$ cat config.mk
export PLATFORM = sky130hd
export DESIGN_NAME = lfsr_decrypt_ctrl
export DESIGN_NICKNAME = d
export VERILOG_FILES = /design/src/rtl/lfsr_pkg.sv /design/src/rtl/lfsr6_step.sv /design/src/rtl/lfsr_decrypt_ctrl.sv
export SDC_FILE = /design/constraint.sdc
export NUM_CORES = 1
export LEC_CHECK = 0
export ABC_CLOCK_PERIOD_IN_PS = 9100
export CORE_ASPECT_RATIO = 0.6
export CORE_MARGIN = 1
export CORE_UTILIZATION = 35
export CTS_BUF_LIST = sky130_fd_sc_hd__clkbuf_16
export DETAILED_ROUTE_END_ITERATION = 12
export PLACE_DENSITY_LB_ADDON = 0.2
export SETUP_SLACK_MARGIN = 0.4
export SYNTH_ARGS = -nofsm -noshare
export SYNTH_HDL_FRONTEND = slang
export SYNTH_HIERARCHICAL = 1
export SYNTH_SLANG_ARGS = --single-unit
$ cat constraint.sdc
create_clock -name clk_i -period 9.1 [get_ports clk_i]
set_input_delay 1.365 -clock clk_i [delete_from_list [all_inputs] [get_ports clk_i]]
set_output_delay 1.365 -clock clk_i [all_outputs]
set_load 0.05 [all_outputs]
$ cat src/rtl/lfsr_pkg.sv
`default_nettype none
// ============================================================================
//  Module      : lfsr_pkg
//  Description : Shared constants, state encoding and tap lookup for the
//                LFSR decryption phase sequencer.
//  Revision    : 1.0 - initial release
// ============================================================================
package lfsr_pkg;

  // Message geometry: plaintext lands at 0..63, ciphertext lives at 64..127
  localparam logic [6:0] MSG_LEN     = 7'd64;
  localparam logic [5:0] LAST_IDX    = 6'd63;
  localparam logic [7:0] SRC_BASE    = 8'd64;

  // Preamble and pad characters
  localparam logic [7:0] PRE_CHAR    = 8'h5F;
  localparam logic [7:0] PAD_CHAR    = 8'h20;
  // Low six bits of the preamble character; removing them from a ciphertext
  // byte of the preamble exposes the raw LFSR state
  localparam logic [5:0] PRE_LOW6    = 6'h1F;

  // Seed capture length and detection window
  localparam logic [5:0] SEED_LAST   = 6'd6;
  localparam logic [5:0] DETECT_LAST = 6'd5;
  localparam int         CHAIN_LEN   = 6;

  // Candidate feedback tap patterns, tried in index order
  localparam int         NUM_TAPS    = 6;
  localparam logic [5:0] TAP_PTRN [NUM_TAPS] =
      '{6'h21, 6'h2D, 6'h30, 6'h33, 6'h36, 6'h39};

  typedef enum logic [2:0] {
    ST_IDLE   = 3'd0,
    ST_SEED   = 3'd1,
    ST_DETECT = 3'd2,
    ST_DECODE = 3'd3,
    ST_SCAN   = 3'd4,
    ST_SHIFT  = 3'd5,
    ST_DONE   = 3'd6
  } state_e;

  // Tap pattern for a 3-bit index; unused indices give an all-zero pattern
  function automatic logic [5:0] tap_sel(input logic [2:0] idx);
    logic [5:0] t;
    case (idx)
      3'd0:    t = TAP_PTRN[0];
      3'd1:    t = TAP_PTRN[1];
      3'd2:    t = TAP_PTRN[2];
      3'd3:    t = TAP_PTRN[3];
      3'd4:    t = TAP_PTRN[4];
      3'd5:    t = TAP_PTRN[5];
      default: t = 6'h00;
    endcase
    return t;
  endfunction

endpackage : lfsr_pkg
`default_nettype wire

$ cat src/rtl/lfsr6_step.sv
`default_nettype none
// ============================================================================
//  Module      : lfsr6_step
//  Description : One combinational step of a 6-bit Fibonacci LFSR. The state
//                shifts left by one, the MSB falls off and the parity of the
//                tapped bits enters at the LSB.
//  Revision    : 1.0 - initial release
// ============================================================================
module lfsr6_step (
  input  logic [5:0] state_i,
  input  logic [5:0] taps_i,
  output logic [5:0] next_o
);

  assign next_o = {state_i[4:0], ^(state_i & taps_i)};

endmodule : lfsr6_step
`default_nettype wire

$ cat src/rtl/lfsr_decrypt_ctrl.sv
`default_nettype none
// ============================================================================
//  Module      : lfsr_decrypt_ctrl
//  Description : Phase sequencer for the LFSR decryption datapath. Owns the
//                single dat_mem port and walks through seed capture, tap
//                detection, 64-byte decode, preamble scan and shift-down,
//                reporting the detected tap index and the preamble length.
//  Revision    : 1.0 - initial release
// ============================================================================
module lfsr_decrypt_ctrl
  import lfsr_pkg::*;
(
  input  logic       clk_i,
  input  logic       rst_ni,
  input  logic       start_i,
  input  logic [7:0] data_out_i,
  output logic [7:0] raddr_o,
  output logic [7:0] waddr_o,
  output logic [7:0] data_in_o,
  output logic       write_en_o,
  output logic       busy_o,
  output logic       done_o,
  output logic       err_o,
  output logic [2:0] tap_idx_o,
  output logic [6:0] km_o
);

  // --------------------------------------------------------------------------
  // State
  // --------------------------------------------------------------------------
  state_e           state_q;
  logic [5:0]       cnt_q;       // index within the current phase
  logic [6:0][5:0]  seed_q;      // s[0..6] recovered from the preamble
  logic [2:0]       tap_q;
  logic             matched_q;   // a tap has already been latched this run
  logic [5:0]       lfsr_q;
  logic [6:0]       km_q;
  logic [7:0]       raddr_q;
  logic [7:0]       waddr_q;
  logic             we_q;
  logic             busy_q;
  logic             done_q;
  logic             err_q;

  // Next LFSR state during decode
  logic [5:0]       lfsr_d;

  // Combinational helpers
  logic [5:0]       w_det_tap;
  logic [5:0]       w_dec_tap;
  logic [CHAIN_LEN-1:0] w_ok;
  logic             w_match;
  logic [6:0]       w_src_idx;

  // --------------------------------------------------------------------------
  // Tap detection: six chained steps from s[0] under the candidate tap. The
  // candidate matches only if every intermediate state equals the captured
  // s[1..6].
  // --------------------------------------------------------------------------
  assign w_det_tap = tap_sel(cnt_q[2:0]);

  for (genvar g = 0; g < CHAIN_LEN; g++) begin : g_detect_chain
    logic [5:0] w_in;
    logic [5:0] w_out;

    if (g == 0) begin : g_head
      assign w_in = seed_q[0];
    end else begin : g_link
      assign w_in = g_detect_chain[g-1].w_out;
    end

    lfsr6_step u_step (
      .state_i (w_in),
      .taps_i  (w_det_tap),
      .next_o  (w_out)
    );

    assign w_ok[g] = (w_out == seed_q[g+1]);
  end

  assign w_match = &w_ok;

  // --------------------------------------------------------------------------
  // Decode keystream generator
  // --------------------------------------------------------------------------
  assign w_dec_tap = tap_sel(tap_q);

  lfsr6_step u_dec_step (
    .state_i (lfsr_q),
    .taps_i  (w_dec_tap),
    .next_o  (lfsr_d)
  );

  // Source index for the shift-down copy (max 63+64, fits in 7 bits)
  assign w_src_idx = {1'b0, cnt_q} + km_q;

  // Write data depends on the read data of the same cycle, so it is formed
  // combinationally; outside the writing phases it is held at zero
  always_comb begin
    data_in_o = 8'h00;
    case (state_q)
      ST_DECODE: data_in_o = data_out_i ^ {2'b00, lfsr_q};
      ST_SHIFT:  data_in_o = (w_src_idx < MSG_LEN) ? data_out_i : PAD_CHAR;
      default:   data_in_o = 8'h00;
    endcase
  end

  // Phase sequencer; addresses and strobes are set up one cycle ahead so the
  // memory port is driven straight from registers
  always_ff @(posedge clk_i or negedge rst_ni) begin
    if (!rst_ni) begin
      state_q   <= ST_IDLE;
      cnt_q     <= '0;
      seed_q    <= '0;
      tap_q     <= '0;
      matched_q <= 1'b0;
      lfsr_q    <= '0;
      km_q      <= '0;
      raddr_q   <= '0;
      waddr_q   <= '0;
      we_q      <= 1'b0;
      busy_q    <= 1'b0;
      done_q    <= 1'b0;
      err_q     <= 1'b0;
    end else begin
      case (state_q)
        ST_IDLE, ST_DONE: begin
          if (start_i) begin
            state_q   <= ST_SEED;
            cnt_q     <= '0;
            raddr_q   <= SRC_BASE;
            waddr_q   <= '0;
            we_q      <= 1'b0;
            busy_q    <= 1'b1;
            done_q    <= 1'b0;
            err_q     <= 1'b0;
            tap_q     <= '0;
            km_q      <= '0;
            matched_q <= 1'b0;
          end
        end

        ST_SEED: begin
          seed_q[cnt_q[2:0]] <= data_out_i[5:0] ^ PRE_LOW6;
          if (cnt_q == SEED_LAST) begin
            state_q <= ST_DETECT;
            cnt_q   <= '0;
            raddr_q <= '0;
          end else begin
            cnt_q   <= cnt_q + 6'd1;
            raddr_q <= SRC_BASE + {2'b00, cnt_q} + 8'd1;
          end
        end

        ST_DETECT: begin
          // First matching candidate wins; later matches are ignored
          if (w_match && !matched_q) begin
            tap_q     <= cnt_q[2:0];
            matched_q <= 1'b1;
          end
          if (cnt_q == DETECT_LAST) begin
            cnt_q <= '0;
            if (matched_q || w_match) begin
              state_q <= ST_DECODE;
              raddr_q <= SRC_BASE;
              waddr_q <= '0;
              we_q    <= 1'b1;
              lfsr_q  <= seed_q[0];
            end else begin
              state_q <= ST_DONE;
              busy_q  <= 1'b0;
              done_q  <= 1'b1;
              err_q   <= 1'b1;
            end
          end else begin
            cnt_q <= cnt_q + 6'd1;
          end
        end

        ST_DECODE: begin
          lfsr_q <= lfsr_d;
          if (cnt_q == LAST_IDX) begin
            state_q <= ST_SCAN;
            cnt_q   <= '0;
            raddr_q <= '0;
            waddr_q <= '0;
            we_q    <= 1'b0;
          end else begin
            cnt_q   <= cnt_q + 6'd1;
            raddr_q <= SRC_BASE + {2'b00, cnt_q} + 8'd1;
            waddr_q <= {2'b00, cnt_q} + 8'd1;
          end
        end

        ST_SCAN: begin
          if (data_out_i != PRE_CHAR) begin
            // First shift read is at index 0 + km = current index
            km_q    <= {1'b0, cnt_q};
            state_q <= ST_SHIFT;
            cnt_q   <= '0;
            raddr_q <= {2'b00, cnt_q};
            waddr_q <= '0;
            we_q    <= 1'b1;
          end else if (cnt_q == LAST_IDX) begin
            // Whole message is preamble: shift-down only pads
            km_q    <= MSG_LEN;
            state_q <= ST_SHIFT;
            cnt_q   <= '0;
            raddr_q <= {1'b0, MSG_LEN};
            waddr_q <= '0;
            we_q    <= 1'b1;
          end else begin
            cnt_q   <= cnt_q + 6'd1;
            raddr_q <= {2'b00, cnt_q} + 8'd1;
          end
        end

        ST_SHIFT: begin
          if (cnt_q == LAST_IDX) begin
            state_q <= ST_DONE;
            cnt_q   <= '0;
            raddr_q <= '0;
            waddr_q <= '0;
            we_q    <= 1'b0;
            busy_q  <= 1'b0;
            done_q  <= 1'b1;
          end else begin
            cnt_q   <= cnt_q + 6'd1;
            waddr_q <= {2'b00, cnt_q} + 8'd1;
            raddr_q <= {1'b0, w_src_idx} + 8'd1;
          end
        end

        default: begin
          state_q <= ST_IDLE;
          busy_q  <= 1'b0;
          we_q    <= 1'b0;
        end
      endcase
    end
  end

  assign raddr_o    = raddr_q;
  assign waddr_o    = waddr_q;
  assign write_en_o = we_q;
  assign busy_o     = busy_q;
  assign done_o     = done_q;
  assign err_o      = err_q;
  assign tap_idx_o  = tap_q;
  assign km_o       = km_q;

endmodule : lfsr_decrypt_ctrl
`default_nettype wire

## Yosys cells after proc, flatten, opt, wreduce, memory -nomap -nowiden

Index checks and enable logic that the tools add are counted.

- Register bits after elaboration: 88
- Bits of input ports: 11
- Output and inout port bits: 38
- Word-level logic and storage cells: 176

- Add/subtract/negate cells: 6
- Order comparisons: 3
- Equality and inequality tests: 36
- Multiplexer cells: 65
- Bitwise operators: 11
- Reductions and logical operators: 36

Operators by type and width:

| kind | count |
|---|---|
| $mux 8 | 12 |
| $pmux 6 s6 | 2 |
| $mux 6 | 8 |
| $pmux 8 s6 | 1 |
| $and 6x6->6 | 7 |
| $bwmux 42 | 1 |
| $mux 7 | 6 |
| $reduce_xor 6->1 | 7 |
| $eq 6x6->1 | 6 |
| $pmux 8 s4 | 1 |
| $mux 3 | 10 |
| $pmux 6 s5 | 1 |
| $eq 3x3->1 const B | 7 |
| $demux 6 s3 | 1 |
| $eq 3x2->1 const B | 6 |
| $pmux 3 s6 | 1 |
| $reduce_and 6->1 | 3 |
| $ne 2x2->1 const B | 8 |
| $pmux 8 s2 | 1 |
| $reduce_and 5->1 | 3 |
| $pmux 7 s2 | 1 |
| $eq 6x3->1 const B | 2 |
| $mux 1 | 12 |
| $pmux 6 s2 | 1 |
| other kinds (36) | 49 |

## Depth between registers and ports, before layout

Gate-level depths: netlist of run 1.

- Depth in word-level cells: 20
- Gate-level depth with buffers: 30
- Gate-level depth less buffers: 28

## Modules after synthesis

The synthesis of run 1 kept the hierarchy.

Modules (own cells, without submodules):

| module | times used | cells an instance | area an instance (µm²) | seq. area each (µm²) |
|---|---|---|---|---|
| lfsr_decrypt_ctrl | 1 | 576 | 5276.3 | 2177.1 |
| lfsr6_step | 7 | 15 | 118.9 | 0.0 |

## Least setup slack after synthesis of run 1

No wires, ideal clock.

- Path type: register to register
- Start point: reg cnt_q[1]
- End point: reg state_q[2]
- Arrival time: 6.616 ns
- Slack: 2.358 ns
- Stages on the path, launching flop included: 30
- Path buffers: 1
- Cell sequence: dfrtp_1 > inv_1 > ha_1 > inv_1 > o21ai_0 > nand2_1 > xnor2_2 > xnor3_1 > nand2_1 > xnor2_1 > xnor3_1 > nand2_1 > xnor2_1 > xnor3_1 > nand2_1 > xnor2_1 > xnor3_1 > nand2_1 > xnor2_1 > xnor3_1 > nand2_1 > xnor2_1 > xnor3_1 > xor2_1 > nor4_1 > nand4_1 > nor3_4 > buf_2 > o21ai_1 > a221o_1

- Word-level cells in the longest chain between the ends: 20
- Elaborated cells on any way between the ends: 39
- Classes of those cells: eq/ne: 19; mux: 4; bitwise: 6; reduce/logical: 10

Ends and longest elaborated chain:

| what | RTL line | source |
|---|---|---|
| start, declared | lfsr_decrypt_ctrl.sv:32 | `logic [5:0] cnt_q;` |
| start signal, assigned | lfsr_decrypt_ctrl.sv:150 | `cnt_q <= cnt_q + 6'd1;` |
| start signal, assigned | lfsr_decrypt_ctrl.sv:176 | `cnt_q <= cnt_q + 6'd1;` |
| start signal, assigned | lfsr_decrypt_ctrl.sv:189 | `cnt_q <= cnt_q + 6'd1;` |
| $eq 3x3->1, or another cell as far along | lfsr_pkg.sv:45 | `case (idx)` |
| $pmux 6 s6 (*) | lfsr_pkg.sv:45 |  |
| named net w_det_tap[2] | lfsr_decrypt_ctrl.sv:49 | `logic [5:0] w_det_tap;` |
| $and 6x6->6 (*) | lfsr6_step.sv:15 | `assign next_o = {state_i[4:0], ^(state_i & taps_i)};` |
| $reduce_xor 6->1 (*) | lfsr6_step.sv:15 |  |
| named net g_detect_chain[0].w_out[0] | lfsr_decrypt_ctrl.sv:64 | `logic [5:0] w_out;` |
| $and 6x6->6 (*) | lfsr6_step.sv:15 |  |
| $reduce_xor 6->1 (*) | lfsr6_step.sv:15 |  |
| named net g_detect_chain[1].w_out[0] | lfsr_decrypt_ctrl.sv:64 |  |
| [2 not listed] | -- |  |
| named net g_detect_chain[2].w_out[0] | lfsr_decrypt_ctrl.sv:64 |  |
| [2 not listed] | -- |  |
| named net g_detect_chain[3].w_out[0] | lfsr_decrypt_ctrl.sv:64 |  |
| [2 not listed] | -- |  |
| named net g_detect_chain[4].w_out[0] | lfsr_decrypt_ctrl.sv:64 |  |
| [1 not listed] | -- |  |
| $reduce_xor 6->1 (*) | lfsr6_step.sv:15 |  |
| named net g_detect_chain[5].w_out[0] | lfsr_decrypt_ctrl.sv:64 |  |
| $eq 6x6->1 (*) | lfsr_decrypt_ctrl.sv:78 | `assign w_ok[g] = (w_out == seed_q[g+1]);` |
| $reduce_and 6->1 (*) | lfsr_decrypt_ctrl.sv:81 | `assign w_match = &w_ok;` |
| $logic_or 1x1->1 (*) | lfsr_decrypt_ctrl.sv:163 | `if (matched_q \|\| w_match) begin` |
| $mux 3 (*) | lfsr_decrypt_ctrl.sv:163 |  |
| $mux 3 (*) | lfsr_decrypt_ctrl.sv:161 | `if (cnt_q == DETECT_LAST) begin` |
| $pmux 3 s6 (*) | lfsr_decrypt_ctrl.sv:126 | `case (state_q)` |
| end signal, assigned | lfsr_decrypt_ctrl.sv:129 | `state_q <= ST_SEED;` |
| end signal, assigned | lfsr_decrypt_ctrl.sv:164 | `state_q <= ST_DECODE;` |
| end signal, assigned | lfsr_decrypt_ctrl.sv:170 | `state_q <= ST_DONE;` |
| end, declared | lfsr_decrypt_ctrl.sv:31 | `state_e state_q;` |

Mark *: on every way through the listed nets, which the timed path passes. The rest lies on a longest branch. The select of a mux whose other input is x is not followed.
A chain may end at the register's enable or synchronous reset.

## Final worst setup path of run 1

- Start point: reg cnt_q[0]
- End point: reg waddr_q[5], in the netlist waddr_o[5]

- Word-level cells in the longest chain between the ends: 19
- Elaborated cells on any way between the ends: 36
- Classes of those cells: add/sub: 1; eq/ne: 16; mux: 3; bitwise: 6; reduce/logical: 10

Ends and longest elaborated chain:

| what | RTL line | source |
|---|---|---|
| $eq 3x3->1, or another cell as far along | lfsr_pkg.sv:45 |  |
| $pmux 6 s6 (*) | lfsr_pkg.sv:45 |  |
| named net w_det_tap[1] | lfsr_decrypt_ctrl.sv:49 |  |
| $and 6x6->6 (*) | lfsr6_step.sv:15 |  |
| $reduce_xor 6->1 (*) | lfsr6_step.sv:15 |  |
| named net g_detect_chain[0].w_out[0] | lfsr_decrypt_ctrl.sv:64 |  |
| $and 6x6->6 (*) | lfsr6_step.sv:15 |  |
| $reduce_xor 6->1 (*) | lfsr6_step.sv:15 |  |
| named net g_detect_chain[1].w_out[0] | lfsr_decrypt_ctrl.sv:64 |  |
| [2 not listed] | -- |  |
| named net g_detect_chain[2].w_out[0] | lfsr_decrypt_ctrl.sv:64 |  |
| [2 not listed] | -- |  |
| named net g_detect_chain[3].w_out[0] | lfsr_decrypt_ctrl.sv:64 |  |
| [2 not listed] | -- |  |
| named net g_detect_chain[4].w_out[0] | lfsr_decrypt_ctrl.sv:64 |  |
| $and 6x6->6 (*) | lfsr6_step.sv:15 |  |
| $reduce_xor 6->1 (*) | lfsr6_step.sv:15 |  |
| named net g_detect_chain[5].w_out[0] | lfsr_decrypt_ctrl.sv:64 |  |
| $eq 6x6->1 (*) | lfsr_decrypt_ctrl.sv:78 |  |
| $reduce_and 6->1 (*) | lfsr_decrypt_ctrl.sv:81 |  |
| $logic_or 1x1->1 (*) | lfsr_decrypt_ctrl.sv:163 |  |
| $ne 2x2->1 (no source line) (*) | -- |  |
| $reduce_and 5->1 (no source line) (*) | -- |  |
| end signal, assigned | lfsr_decrypt_ctrl.sv:191 | `waddr_q <= {2'b00, cnt_q} + 8'd1;` |
| end signal, assigned | lfsr_decrypt_ctrl.sv:229 | `waddr_q <= {2'b00, cnt_q} + 8'd1;` |
| end, declared | lfsr_decrypt_ctrl.sv:39 | `logic [7:0] waddr_q;` |

Mark *: on every way through the listed nets, which the timed path passes. The rest lies on a longest branch.

==> results.md, run 1 <==
* First-pass GRT wire length at 29000 µm
* CP Capture Type: flip-flop
* Synth Instances at 681
* Number of cell rows at 36
* #FFs+latches synth at 87
* Root Buffer: clkbuf_16
* CP startpoint kind: flip-flop
* Reg clk slew, reported paths at 70 ps
* Die width at 173 µm
* CP most frequent cell: nand2_1
* Status: finished, final reports clean
* Post-synthesis cell area at 6110 µm²
* WP buf/inv at 1
* CP max stage delay at 640 ps
* Max Clk Rate at 0.124 GHz
* Port bufs at 47
* Register-to-register setup slack at 1020 ps
* Place WS at 407 ps
* WS Path Type: reg -> reg
* Final setup vio count at 0
* Post-route setup TNS at 0 ps
* CTS Hold Bufs at 0
* Critical Path RT at 9320 ps
* CTS tree: built
* DR iter-0 viols at 575
* Clk sink count at 87
* Slew HR at 42.6%
* HP Class: reg -> reg
* Initial Util at 36.8%
* GPL Wtd Cong at 0.934
* Max Cap Violations at 0
* Worst Max-Slew Pin Slew at 859 ps
* Diodes inserted at 0
* H-Tree Depth at 3
* Vias per cell at 5.63
* Nets@finish at 709
* Ports at 49
* Core ar. at 16600 µm²
* Area grow syn2layout at 12.0%
* Final Cycle Share at 88.8%
* Number of synthesized flops with an enable pin at 0
* Slowest cell on crit path: xnor3_1
* Grt ovf at 0
* FF-to-FF path depth at 28
* DR pass1 iterations at 5
* WL final at 18700 µm
* Syn Nets at 709
* Synth area leaders: dfrtp_1 (36%), nand2_1 (7.3%), xor2_1 (6.2%)
* Top FF cell, synth: dfrtp_1
* Vias in the first global route at 4728
* Hold Crit Start: raddr_o[4]
* Max-slew violations at 0
* Worst reg2reg endpoint: waddr_o[5]
* Largest net degree at the start of global routing at 46
* Worst-skew pair later-pin latency at 340 ps
* Share of layout cells above drive strength 1 at 9.06%
* Placed wire-length estimate at 14400 µm
* Worst Path Max Fanout at 11
* Total global-route track usage at 21.2%
* Total number of vias at 5134
* Worst R2R Start: cnt_q[0]
* Initial antenna violation count at 1
* DRC at 0
* Unique masters post-synth at 74
* CP top delay family: XOR/XNOR gates
* Count of final hold-check violations at 0
* Max clock buf depth at 2
* DIE HEIGHT at 104 µm
* Routed Antenna Nets at 0
* Ys async rst share at 100%
* Worst Path Arrival at 8300 ps
* Tmin final at 8080 ps
* Filler Cell Count at 1610
* Drt wl/cell at 20.5 µm
* Synth top area share at 35.6%
* WHS Path Cells at 1
* Post-synth top area cell: dfrtp_1
* Register area share after synthesis at 35.6%
* Worst Hold End: raddr_o[4]
* Syn avg cell area at 8.97 µm²
* Die ar. at 18000 µm²
* Final clock skew at 10.4 ps
* Setup ws final at 1020 ps
* RSZ-0062 raised after global routing: false
* CTS buffer count at 9
* Yosys warning total at 6
[worst max path at each step]
stage | slack, ps | to | startpoint | cells past startpoint
floorplan | 2360 | state_q[2] | cnt_q[1] | 29
global placement | 800 | waddr_o[5] | cnt_q[1] | 28
detailed placement | 410 | waddr_o[5] | cnt_q[1] | 28
CTS | 410 | waddr_o[5] | cnt_q[1] | 28
global route | 450 | waddr_o[5] | cnt_q[1] | 29
finish | 1020 | waddr_o[5] | cnt_q[0] | 28
[layout make-up]
cell class	instances	area (µm²)	area share (%)
Timing Repair Buffer	57	556	8.12
Sequential cell	87	2180	31.8
Multi-Input combinational cell	513	3470	50.8
Inverter	13	48.8	0.713
Tap cell	228	285	4.17
Clock inverter	5	76.3	1.12
Clock buffer	9	225	3.29
[logic make-up (layout without fill, tap and decap cells)]
logic type	after synthesis	after routing	synth area share (%)
and+or+nand+nor	236	236	18.7
AOI/OAI and AO/OA	176	176	19.6
other	1	1	0.0614
buffers and inverters	81	84	7.68
adders and majority gates	17	17	3.61
muxes	9	9	1.62
DFF	87	87	35.6
xor gates and xnor gates	74	74	13.0
[stage by stage]
| step | std cells | utilization (%) | instance area, µm² | hold WS, ps |
|---|---|---|---|---|
| after floorplan | 681 | - | 6110 | 469 |
| after global placement | 896 | 39.1 | 6500 | 479 |
| after detailed placement | 896 | 39.1 | 6500 | 479 |
| after CTS | 910 | 40.9 | 6800 | 494 |
| after global routing | 912 | 41.2 | 6840 | 519 |
| final | 912 | 41.2 | 6840 | 493 |
[what timing repair did]
| item | in CTS | in global routing |
|---|---|---|
| pin swaps | 1 | 1 |
| setup buffers | 0 | 2 |
| hold endpoints to repair | 0 | 0 |
| resized for setup | 0 | 4 |
| endpoints found under the setup margin | 4 | 31 |
[cells in the final DEF (no fill, tap or decap), types with 12 or more instances in the layout]
| master | Yosys | final |
|---|---|---|
| nor3_1 | 12 | 12 |
| dfrtp_1 | 87 | 87 |
| o21ai_0 | 68 | 67 |
| ha_1 | 16 | 16 |
| inv_1 | 12 | 13 |
| nor2_1 | 28 | 28 |
| nand2_1 | 118 | 118 |
| clkdlybuf4s50_1 | 0 | 46 |
| a22o_1 | 12 | 12 |
| xor2_1 | 43 | 43 |
| xnor2_1 | 17 | 17 |
| a21oi_1 | 26 | 25 |
[sequential cells by signal, indices dropped and copies added (netlist names), 3 cells and up]
name / flops
km_o: 7
raddr_o: 8
seed_q: 36
tap_idx_o: 3
lfsr_q: 6
g_detect_chain.w_in: 6
state_q: 3
waddr_o: 7
cnt_q: 6
[synthesized netlist by cell type (all sizes together), types with 4 or more instances]
master and number:
and2 5, o21ai 73, a21oi 26, nand2 126
a22o 12, buf 49, nor4 10, xnor3 7
ha 16, dfrtp 87, nand2b 11, and3 10
or3 4, o221a 6, mux2 7, xnor2 24
a311o 7, xor2 43, nor2b 6, a211o 6
nor3 13, nand3 10, inv 12, nor2 28
clkbuf 19, o211ai 4
[layer usage]
| layer | part of all wire (%) | vias to the layer above | GRT usage, % |
|---|---|---|---|
| li1 | - | 2371 | - |
| met1 | 55 | 2543 | 35.9 |
| met2 | 35 | 212 | 24.9 |
| met3 | 9.2 | 8 | 6.10 |
| met4 | 0.44 | 0 | 2.87 |
| met5 | 0 | - | 0 |
Power of run 1 is left out: the tool's default activity adds up to more than one toggle a clock period on the data nets, which glitch-free logic cannot reach.
==> inputs of run 2 (changes only) <==
ABC_CLOCK_PERIOD_IN_PS = 8430   (was 9100)
clock period = 8.43 ns   (was 9.1 ns; I/O delays follow)
==> results.md, run 2 (synthesis gave the netlist of run 1 again) <==
* Commonest non-fill, non-tap cell in the layout: nand2_1
* Root Buffer: clkbuf_16
* Filler Cell Count at 1616 (+0.37%)
* Dpl cells at 896 (unchanged)
* CP Capture Type: flip-flop
* First-pass GRT wire length at 29000 µm (-0.14%)
* CP max stage delay at 560 ps (-80 ps)
* Core ar. at 16600 µm² (unchanged)
* Nets@finish at 709 (unchanged)
* Max Cap Violations at 0 (unchanged)
* Vias in the first global route at 4872 (+3.0%)
* Max clock buf depth at 2 (unchanged)
* Reg clk slew, reported paths at 70 ps (about the same)
* WL final at 18300 µm (-2.1%)
* DIE HEIGHT at 104 µm (unchanged)
* HP Class: reg -> reg
* Vias per cell at 5.50 (-2.3%)
* CTS Hold Bufs at 0 (unchanged)
* DR pass1 iterations at 5 (unchanged)
* Final setup vio count at 0 (unchanged)
* Final Cycle Share at 88.4% (-0.46 points)
* Clk sink count at 87 (unchanged)
* Most flops, register: seed_q
* CP most frequent cell: nand2_1
* Diodes inserted at 0 (unchanged)
* Ports at 49 (unchanged)
* Max-slew violations at 0 (unchanged)
* Port bufs at 47 (unchanged)
* Drt wl/cell at 20.0 µm (-2.3%)
* H-Tree Depth at 3 (unchanged)
* Critical path origin: cnt_q[0]
* Number of cell rows at 36 (unchanged)
* Total number of vias at 5027 (-2.1%)
* Post-route setup TNS at 0 ps (unchanged)
* Worst Path Max Fanout at 11 (unchanged)
* Die ar. at 18000 µm² (unchanged)
* Worst Max-Slew Pin Slew at 1050 ps (+193 ps)
* Hold Crit Start: raddr_o[3]
* Status: finished, final reports clean
* Share of layout cells above drive strength 1 at 9.77% (+0.70 points)
* Count of final hold-check violations at 0 (unchanged)
* Final clock skew at 8.07 ps (-2.31 ps)
* Die width at 173 µm (unchanged)
* RSZ-0062 raised after global routing: false
* Grt ovf at 0 (unchanged)
* Tmin final at 7450 ps (-634 ps)
* DR iter-0 viols at 485 (-16%)
* Worst-skew pair later-pin latency at 340 ps (about the same)
* CP top delay family: XOR/XNOR gates
* Initial Util at 36.8% (unchanged)
* Largest net degree at the start of global routing at 78 (+70%)
* Initial antenna violation count at 0 (-1)
* Critical Path RT at 8650 ps (-670 ps)
* CP startpoint kind: flip-flop
* Worst Path Arrival at 7670 ps (-630 ps)
* Routed Antenna Nets at 0 (unchanged)
* Max Clk Rate at 0.134 GHz (+8.5%)
* CTS buffer count at 9 (unchanged)
* Slowest cell on crit path: xnor3_1
* Finished Layout Cells at 914 (+0.22%)
* Area grow syn2layout at 11.7%
* WP buf/inv at 2 (+1)
* Total global-route track usage at 20.9% (-0.23 points)
* Worst R2R Start: cnt_q[0]
* DRC at 0 (unchanged)
* Commonest cells after routing, fill and taps aside: nand2_1 (118), dfrtp_1 (86), o21ai_0 (67)
* CTS tree: built
* Slew HR at 29.8% (-13 points)
* GPL Wtd Cong at 0.915 (-2.1%)
* Placed wire-length estimate at 13900 µm (-3.5%)
* Max reg flops at 36 (unchanged)
* WS Path Type: reg -> reg
==> run 2: cell count changes in the layout (fill, tap and decap cells not counted), sizes merged <==
cell / delta
bufinv: -2
clkinvlp: +1
clkinv: +3
==> run 2: worst paths after layout <==
path | slack, ps | depth (start not counted) | to
worst max-delay path | 980 | 29 | lfsr_q[1]
worst min-delay path | 490 | 1 | raddr_o[3]
worst max register to register | 980 | 29 | lfsr_q[1]
worst min register to register | 490 | 1 | raddr_o[3]
max in group asynchronous | 6380 | 2 | cnt_q[2]
min in group asynchronous | 750 | 1 | seed_q[18]
==> run 2: layout make-up <==
class	instances	area (µm²)	share of cell area, %
Timing Repair Buffer	57	543	7.96
Clock buffer	9	225	3.30
Sequential cell	87	2180	31.9
Inverter	13	48.8	0.715
Tap cell	228	285	4.18
Multi-Input combinational cell	513	3500	51.2
Clock inverter	7	48.8	0.715
==> run 2: stage by stage <==
step / setup slack (ps) / utilization, % / hold WS (ps) / cell area (µm²)
after floorplan: 1690 / - / 469 / 6110
after global placement: 965 / 39.1 / 473 / 6500
after detailed placement: 511 / 39.1 / 480 / 6500
after CTS: 480 / 40.8 / 500 / 6780
after global routing: 432 / 41.1 / 518 / 6830
final: 981 / 41.1 / 495 / 6830
==> run 2: routing by layer <==
metal	vias to the layer above	track usage [%]	share of wire, %
met3	12	6.47	11
met1	2435	33.7	52
li1	2361	-	-
met5	-	0	0
met2	219	26.2	37
met4	0	3.70	0.64
==> run 2: timing repair <==
action / CTS / global route
gates resized for setup: 0 / 9
setup endpoints to repair: 0 / 30
setup buffers: 0 / 2
Power of run 2 is left out for the same reason.
